--- src/rtl/step_fsm.sv ---
// Button-driven state stepper: synchronised, edge-detected next/prev buttons
// move a state index forward/backward in circular or saturating mode.

module step_fsm_sync #(
   parameter int SYNC_STAGES = 2
) (
   input  logic clock,
   input  logic reset,
   input  logic button_n,
   output logic press
);

   logic [SYNC_STAGES-1:0] sync_q;
   logic [SYNC_STAGES-1:0] valid_q;
   logic                   hist_q;
   logic                   armed_q;
   logic                   sync_out;

   assign sync_out = sync_q[SYNC_STAGES-1];

   // valid_q tracks when real button samples reach the synchroniser output;
   // presses are armed only after a genuine idle-high level has been seen,
   // so a button held low through reset release never produces a step.
   always_ff @(posedge clock or posedge reset) begin
      if (reset) begin
         sync_q  <= '1;
         valid_q <= '0;
         hist_q  <= 1'b1;
         armed_q <= 1'b0;
      end else begin
         sync_q  <= {sync_q[SYNC_STAGES-2:0], button_n};
         valid_q <= {valid_q[SYNC_STAGES-2:0], 1'b1};
         hist_q  <= sync_out;
         if (valid_q[SYNC_STAGES-1] && sync_out) begin
            armed_q <= 1'b1;
         end
      end
   end

   assign press = armed_q & hist_q & ~sync_out;

endmodule

module step_fsm #(
   parameter int NUM_STATES  = 4,
   parameter int LED_STATE   = NUM_STATES - 1,
   parameter int SYNC_STAGES = 2,
   parameter int STATE_W     = $clog2(NUM_STATES)
) (
   input  logic                  clock,
   input  logic                  reset,
   input  logic                  button_next_n,
   input  logic                  button_prev_n,
   input  logic                  wrap_en,
   output logic [STATE_W-1:0]    state,
   output logic                  led,
   output logic [NUM_STATES-1:0] leds,
   output logic                  wrap_pulse
);

   typedef enum logic [2:0] {
      ACT_HOLD,
      ACT_INC,
      ACT_DEC,
      ACT_WRAP_TO_FIRST,
      ACT_WRAP_TO_LAST,
      ACT_RECOVER
   } action_t;

   localparam logic [STATE_W-1:0] LAST_STATE = STATE_W'(NUM_STATES - 1);
   localparam logic [STATE_W-1:0] LED_INDEX  = STATE_W'(LED_STATE);
   localparam bit                 HAS_GAP    = (NUM_STATES != (1 << STATE_W));

   logic [STATE_W-1:0] state_q;
   logic [STATE_W-1:0] state_d;
   logic               wrap_q;
   logic               wrap_d;
   logic               press_next;
   logic               press_prev;
   logic               out_of_range;
   action_t            action;

   step_fsm_sync #(.SYNC_STAGES(SYNC_STAGES)) u_sync_next (
      .clock    (clock),
      .reset    (reset),
      .button_n (button_next_n),
      .press    (press_next)
   );

   step_fsm_sync #(.SYNC_STAGES(SYNC_STAGES)) u_sync_prev (
      .clock    (clock),
      .reset    (reset),
      .button_n (button_prev_n),
      .press    (press_prev)
   );

   // Unused encodings only exist when NUM_STATES is not a power of two.
   generate
      if (HAS_GAP) begin : g_gap
         assign out_of_range = (state_q > LAST_STATE);
      end else begin : g_no_gap
         assign out_of_range = 1'b0;
      end
   endgenerate

   always_ff @(posedge clock or posedge reset) begin
      if (reset) begin
         state_q <= '0;
         wrap_q  <= 1'b0;
      end else begin
         state_q <= state_d;
         wrap_q  <= wrap_d;
      end
   end

   // Decide the step, then apply it; simultaneous presses cancel out.
   always_comb begin
      action  = ACT_HOLD;
      state_d = state_q;
      wrap_d  = 1'b0;

      if (out_of_range) begin
         action = ACT_RECOVER;
      end else if (press_next && !press_prev) begin
         if (state_q != LAST_STATE) begin
            action = ACT_INC;
         end else if (wrap_en) begin
            action = ACT_WRAP_TO_FIRST;
         end
      end else if (press_prev && !press_next) begin
         if (state_q != '0) begin
            action = ACT_DEC;
         end else if (wrap_en) begin
            action = ACT_WRAP_TO_LAST;
         end
      end

      case (action)
         ACT_INC:           state_d = state_q + 1'b1;
         ACT_DEC:           state_d = state_q - 1'b1;
         ACT_WRAP_TO_FIRST: begin
            state_d = '0;
            wrap_d  = 1'b1;
         end
         ACT_WRAP_TO_LAST:  begin
            state_d = LAST_STATE;
            wrap_d  = 1'b1;
         end
         ACT_RECOVER:       state_d = '0;
         default:           state_d = state_q;
      endcase
   end

   generate
      for (genvar i = 0; i < NUM_STATES; i++) begin : g_leds
         assign leds[i] = (state_q == STATE_W'(i));
      end
   endgenerate

   assign state      = state_q;
   assign led        = (state_q == LED_INDEX);
   assign wrap_pulse = wrap_q;

endmodule
--- config.mk ---
export PLATFORM = sky130hd
export DESIGN_NAME = step_fsm
export DESIGN_NICKNAME = d
export VERILOG_FILES = /design/src/rtl/step_fsm.sv
export SDC_FILE = /design/constraint.sdc
export NUM_CORES = 1
export LEC_CHECK = 0
export CORE_MARGIN = 2
export CORE_UTILIZATION = 45
export CTS_CLUSTER_SIZE = 25
export DETAILED_ROUTE_END_ITERATION = 8
export GPL_ROUTABILITY_DRIVEN = 0
export PLACE_DENSITY = 0.68
export RECOVER_POWER = 50
export SLEW_MARGIN = 20
export SYNTH_ARGS = -nofsm -noshare
export SYNTH_HDL_FRONTEND = slang
export SYNTH_SLANG_ARGS = --single-unit
--- constraint.sdc ---
create_clock -name clock -period 1.7 [get_ports clock]
set_clock_uncertainty 0.1 [all_clocks]
set_input_delay 0.34 -clock clock [delete_from_list [all_inputs] [get_ports clock]]
set_output_delay 0.34 -clock clock [all_outputs]
set_load 0.02 [all_outputs]
Word-level counts from Yosys, hierarchy flattened
Cells that the tools add are included.
Widths: inputs -> output; s select.
- register bits after elaboration: 15
- logic and storage cells: 46
- reduce and logical (&&, ||, !) cells: 11
- mux-type cells: 8
- equal/unequal tests: 9
- bitwise operators: 6
- add/sub/neg operators: 2
- operators by type and width (kind ; number):
    $mux 3 ; 5
    $pmux 2 s4 ; 1
    $eq 3x2->1 const B ; 2
    $eq 3x3->1 const B ; 2
    $and 1x1->1 ; 4
    $eq 2x2->1 const B ; 2
    $logic_and 1x1->1 ; 4
    $reduce_bool 4->1 ; 1
    $reduce_or 2->1 ; 2
    $eq 3x1->1 const B ; 1
    $add 2x1->2 const B ; 1
    $eq 2x1->1 const B ; 1
    $logic_not 1->1 ; 2
    $logic_not 2->1 ; 1
    $mux 2 ; 1
    $ne 2x2->1 const B ; 1
    $not 1->1 ; 2
    $reduce_bool 2->1 ; 1
    $sub 2x1->2 const B ; 1
    $mux 1 ; 1

Depth between registers and ports, before layout
- depth in word-level cells: 9
- mapped depth: 6
- gate-level depth less buffers: 6

By module
A second synthesis with hierarchy kept.
- cells, all modules: 53
- area, all modules: 669.4 um^2
- modules (own cells, without submodules) (module ; cells an instance ; area each (um^2) ; instances):
    step_fsm_sync ; 10 ; 178.9 ; 2
    step_fsm ; 33 ; 311.5 ; 1

Worst setup path after synthesis
OpenSTA, ideal clock, no wires.
- kind: reg2reg
- start point: register state_q[0], in the netlist state[0]
- end point: register state_q[0], in the netlist state[0]
- stages on the path, launching flop included: 6
- library setup time: 0.094 ns
- slack: -0.030 ns
- required time: 1.506 ns
- period minus slack after synthesis: 1.730 ns
- data arrival time: 1.537 ns
- path through: dfrtp_1 > ha_1 > inv_1 > o21ai_0 > o22ai_1 > a221oi_2
- longest elaborated chain between the ends: 7
- ends and longest elaborated chain (item ; line ; text):
    from (decl) ; 74 ; logic [STATE_W-1:0] state_q;
    from (signal assigned) ; 111 ; state_q <= state_d;
    $reduce_bool 2->1 ; 131 ; if (state_q != '0) begin
    $mux 3 ; 131 ;
    $mux 3 ; 130 ; end else if (press_prev && !press_next) begin
    $mux 3 ; 124 ; end else if (press_next && !press_prev) begin
    $eq 3x3->1 or $eq 3x2->1 (tied branches) ; 138 ; case (action)
    $reduce_or 2->1 (no line) ; -- ;
    $pmux 2 s4 or $reduce_bool 4->1 (tied branches) ; -- ;
Several ways; a longest one is shown, not always the timed one.
A chain may end at the register's enable or synchronous reset.

Worst setup path in the final report
- start point: register state_q[0], in the netlist state[0]
- end point: output port leds[3]
- longest elaborated chain between the ends: 1
- ends and longest elaborated chain (item ; line ; text):
    $eq 2x2->1 ; 156 ; assign leds[i] = (state_q == STATE_W'(i));
    to (decl) ; 57 ; output logic [NUM_STATES-1:0] leds,
No other way between the ends.

==> flow_summary.html <==
<table>
<tr><th>Metric</th><th>Value</th></tr>
<tr><th colspan="2">Floorplanning</th></tr>
<tr><td>Die outline height</td><td>around 40 um</td></tr>
<tr><td>Std-Cell Rows</td><td>13</td></tr>
<tr><td>Area of the core</td><td>0.00127 mm2</td></tr>
<tr><td>Initial cell density of the core</td><td>between 40% and 50%</td></tr>
<tr><td>Floorplan die area</td><td>around 0.0016 mm2</td></tr>
<tr><td>Overall die width</td><td>about 40 um</td></tr>
<tr><td>Boundary pin count</td><td>13</td></tr>
<tr><th colspan="2">Synthesis</th></tr>
<tr><td>Number of distinct standard cells referenced by the synthesized netlist</td><td>29</td></tr>
<tr><td>Avg Synthesized Cell Area</td><td>12.2 um2</td></tr>
<tr><td>Number of warnings reported in the yosys synthesis log</td><td>0</td></tr>
<tr><td>Number of synthesized flops with an enable pin</td><td>0</td></tr>
<tr><td>Post-Syn Nets</td><td>58</td></tr>
<tr><td>Largest area contributor in the synthesized netlist</td><td>dfrtp_1</td></tr>
<tr><td>Most area-consuming cells after synthesis</td><td>dfrtp_1 29%, dfstp_2 26%, ha_1 8.4%, nand3b_4 3.4%, a221oi_2 2.5%</td></tr>
<tr><td>Synthesized netlist cell count</td><td>between 40 and 50</td></tr>
<tr><td>Asr flop ratio synth</td><td>100%</td></tr>
<tr><td>Leading register cell type out of synthesis</td><td>dfrtp_1</td></tr>
<tr><td>Area share of the largest cell type after synthesis</td><td>between 20% and 30%</td></tr>
<tr><td>Number of flip-flops and latches in the synthesized netlist</td><td>13</td></tr>
<tr><td>Synth Cell Area</td><td>slightly below 600 um2</td></tr>
<tr><td>Seq/Total Area, Yosys</td><td>55.8%</td></tr>
<tr><th colspan="2">Critical path</th></tr>
<tr><td>Worst Path Required</td><td>approximately 1.3 ns</td></tr>
<tr><td>Class of the most critical setup path</td><td>reg -&gt; out</td></tr>
<tr><td>Endpoint of the most critical register-to-register path</td><td>state[0]$_DFFE_PP0P_</td></tr>
<tr><td>Critical Path Max Stage Delay</td><td>about 0.42 ns</td></tr>
<tr><td>Critical Path Slowest Stage Cell</td><td>dfrtp_1</td></tr>
<tr><td>Maximum fanout along the worst path</td><td>5</td></tr>
<tr><td>Endpoint class of the critical path</td><td>primary output</td></tr>
<tr><td>Arrival time reported for the critical path endpoint</td><td>1.23 ns</td></tr>
<tr><td>Reg2reg setup slack</td><td>about 0.13 ns</td></tr>
<tr><td>R2r worst-path depth</td><td>6</td></tr>
<tr><td>Sequence of cells on the critical path</td><td>ha_2 -&gt; dlygate4sd2_1</td></tr>
<tr><td>Category of the worst setup path launch point</td><td>flip-flop</td></tr>
<tr><td>Crit Reg-Reg Startpoint</td><td>state[0]$_DFFE_PP0P_</td></tr>
<tr><th colspan="2">Detailed routing</th></tr>
<tr><td>Pre-Repair DR Iteration Count</td><td>2</td></tr>
<tr><td>Number of DRC markers after the initial detailed-route iteration</td><td>2</td></tr>
<tr><td>Average wire length per cell after detail routing</td><td>between 10 and 15 um</td></tr>
<tr><td>Via-per-instance ratio</td><td>between 4 and 5</td></tr>
<tr><td>Number of nets with antenna violations after routing</td><td>0</td></tr>
<tr><td>Routed wire length</td><td>949 um</td></tr>
<tr><td>Number of design rule violations left after detail routing</td><td>0</td></tr>
<tr><td>Total number of vias</td><td>427</td></tr>
<tr><th colspan="2">Power and ir drop</th></tr>
<tr><td>Leakage dissipation</td><td>around 0.36 nW</td></tr>
<tr><td>Internal power component</td><td>between 0.7 and 0.8 mW</td></tr>
<tr><td>P per Cell Area</td><td>~1500 mW/mm2</td></tr>
<tr><td>Switching share of power</td><td>a little under two fifths</td></tr>
<tr><td>Worst vdd ir</td><td>~0.00075 V</td></tr>
<tr><td>NetSw</td><td>around 0.45 mW</td></tr>
<tr><td>Share of total power in sequential cells</td><td>32.6%</td></tr>
<tr><td>Combinational Power Share</td><td>a little over half</td></tr>
<tr><td>Clock network power share</td><td>roughly 14%</td></tr>
<tr><th colspan="2">Placement</th></tr>
<tr><td>Port Buffer Count</td><td>12</td></tr>
<tr><td>Post-placement setup slack</td><td>-0.0150 ns</td></tr>
<tr><td>Placed Instance Area</td><td>768 um2</td></tr>
<tr><td>Half-perimeter wire length after placement</td><td>between 700 and 800 um</td></tr>
<tr><th colspan="2">Timing</th></tr>
<tr><td>Minimum setup slack in the final design</td><td>0.0305 ns</td></tr>
<tr><td>Unrepaired setup endpoints after global routing</td><td>true</td></tr>
<tr><td>Period Utilization, post-route</td><td>98.2%</td></tr>
<tr><td>Clock period minus worst slack</td><td>1.67 ns</td></tr>
<tr><td>Number of max-slew violations in the final report</td><td>0</td></tr>
<tr><td>Fmax</td><td>between 500 and 600 MHz</td></tr>
<tr><td>Endpoints failing hold</td><td>0</td></tr>
<tr><td>Setup-violating endpoint count in the final report</td><td>0</td></tr>
<tr><th colspan="2">Layout</th></tr>
<tr><td>Final #Nets</td><td>between 80 and 90</td></tr>
<tr><td>Ratio of cells with drive above 1 in the final layout</td><td>36.6%</td></tr>
<tr><td>Fin area</td><td>around 790 um2</td></tr>
<tr><td># diodes</td><td>0</td></tr>
<tr><td>Highest-count cells in the layout ignoring fill and taps</td><td>7 x buf_4, 7 x dfrtp_1, 5 x dfstp_2, 4 x dlygate4sd2_1</td></tr>
<tr><td>Area added between synthesis and finish</td><td>32.7%</td></tr>
<tr><th colspan="2">Clock tree</th></tr>
<tr><td>Cell chosen for the clock root</td><td>clkbuf_4</td></tr>
<tr><td>Number of buffers created by CTS</td><td>3</td></tr>
<tr><td>TritonCTS clock tree</td><td>done</td></tr>
<tr><td>Clock transition at path regs</td><td>0.07 ns</td></tr>
<tr><td>Clock sink count</td><td>13</td></tr>
<tr><td>Clk buf depth</td><td>2</td></tr>
<tr><td>Source-to-sink clock delay at the later pin of the worst-skew pair</td><td>about 0.25 ns</td></tr>
<tr><td>Hold-fix buffers at CTS</td><td>0</td></tr>
<tr><td>Max H-tree Level</td><td>1</td></tr>
<tr><th colspan="2">GRT</th></tr>
<tr><td>Overall track demand over capacity in global routing</td><td>between 10% and 20%</td></tr>
<tr><td>Wire length of the first global-routing pass</td><td>approximately 1600 um</td></tr>
<tr><td>Vias in the first global route</td><td>420</td></tr>
<tr><td>Initial antenna violation count</td><td>0</td></tr>
<tr><td>Largest net degree at the start of global routing</td><td>14</td></tr>
<tr><td>Total congestion overflow after global routing</td><td>0</td></tr>
<tr><th colspan="2">Worst hold path</th></tr>
<tr><td>Hold wc startpoint</td><td>u_sync_prev.sync_q[0]$_DFF_PP1_</td></tr>
<tr><td>Class of the most critical hold timing path</td><td>reg -&gt; reg</td></tr>
<tr><td>Hold-critical path depth</td><td>0</td></tr>
<tr><td>Worst hold endpoint</td><td>u_sync_prev.sync_q[1]$_DFF_PP1_</td></tr>
<tr><th colspan="2">Flow run</th></tr>
<tr><td>Max_cap viols</td><td>0</td></tr>
<tr><th colspan="2">Status</th></tr>
<tr><td>Result of the run</td><td>finished clean</td></tr>
</table>
registers in the layout (all words and copies together), names as in the netlist:
register,flops
state,2
u_sync_next.armed_q,1
u_sync_next.hist_q,1
u_sync_next.sync_q,2
u_sync_next.valid_q,1
u_sync_prev.armed_q,1
u_sync_prev.hist_q,1
u_sync_prev.sync_q,2
u_sync_prev.valid_q,1
wrap_pulse,1
layer usage:
metal	up-vias	GRT usage, %	share of wire [%]
li1	214	-	-
met1	199	17.2	41
met2	12	28.2	51
met3	2	1.67	6.6
met4	0	7.50	1.3
met5	-	0	0
Yosys cell counts (all sizes together), types with 2 or more instances:
master / n
a21o: 2
dfrtp: 7
dfstp: 6
ha: 4
inv: 4
nand3: 2
nand3b: 2
nor2: 2
nor2b: 2
nor3: 2
o21ai: 3
power by group through the flow:
stage               logic, mW  registers (mW)  clock network, mW
floorplan               0.339           0.437                  0
global placement        0.661           0.391                  0
detailed placement      0.667           0.395                  0
CTS                     0.636           0.388              0.181
global route            0.697           0.394              0.195
finish                  0.633           0.388              0.170
what timing repair did:
item                                    CTS  global route
setup buffers                             1             1
endpoints found under the setup margin    7             6
gates resized for setup                  12             5
cloned                                    0             0
pin swaps                                 0             0
worst max-delay path, delay by kind of cell (launching register included):
kind                       cells  cell delay [ns]
adders and majority gates      1             0.22
DFF                            1             0.42
buffers and inverters          1             0.33
cell families after synthesis:
kind of cell               share of synthesized area [%]
adders and majority gates                           8.39
AOI/OAI and AO/OA                                   14.3
and+or+nand+nor                                     15.5
DFF                                                 55.8
buffers and inverters                               3.77
other                                              0.628
muxes                                               1.68
worst max path at each step:
stage	start	end	depth (start not counted)	slack, ns
after global placement	state[1]$_DFFE_PP0P_	leds[0]	3	0.02
after global routing	state[0]$_DFFE_PP0P_	leds[3]	2	-0.03
final	state[0]$_DFFE_PP0P_	leds[3]	2	0.03
after CTS	state[0]$_DFFE_PP0P_	leds[3]	2	0.008
after detailed placement	state[1]$_DFFE_PP0P_	leds[0]	3	-0.02
after floorplan	state[0]$_DFFE_PP0P_	state[0]$_DFFE_PP0P_	5	0.01
layout make-up:
| cell class | count | area (um2) |
|---|---|---|
| clock buffer | 4 | 26.3 |
| fill | 116 | 477 |
| inverter | 4 | 15.0 |
| multi-input combinational | 31 | 246 |
| sequential | 13 | 333 |
| tap | 15 | 18.8 |
| timing repair buffer | 19 | 153 |
through the flow:
stage / std cells / hold slack (ns) / setup TNS (ns) / utilization [%] / total power, mW
after floorplan: 49 / 0.113 / 0 / - / 0.776
after global placement: 80 / 0.238 / 0 / 60.6 / 1.05
after detailed placement: 80 / 0.239 / -0.0150 / 60.6 / 1.06
after CTS: 85 / 0.258 / 0 / 63.0 / 1.21
after global routing: 86 / 0.262 / -0.0573 / 62.4 / 1.29
final: 86 / 0.257 / 0 / 62.4 / 1.19
(Power assumes the default switching activity.)
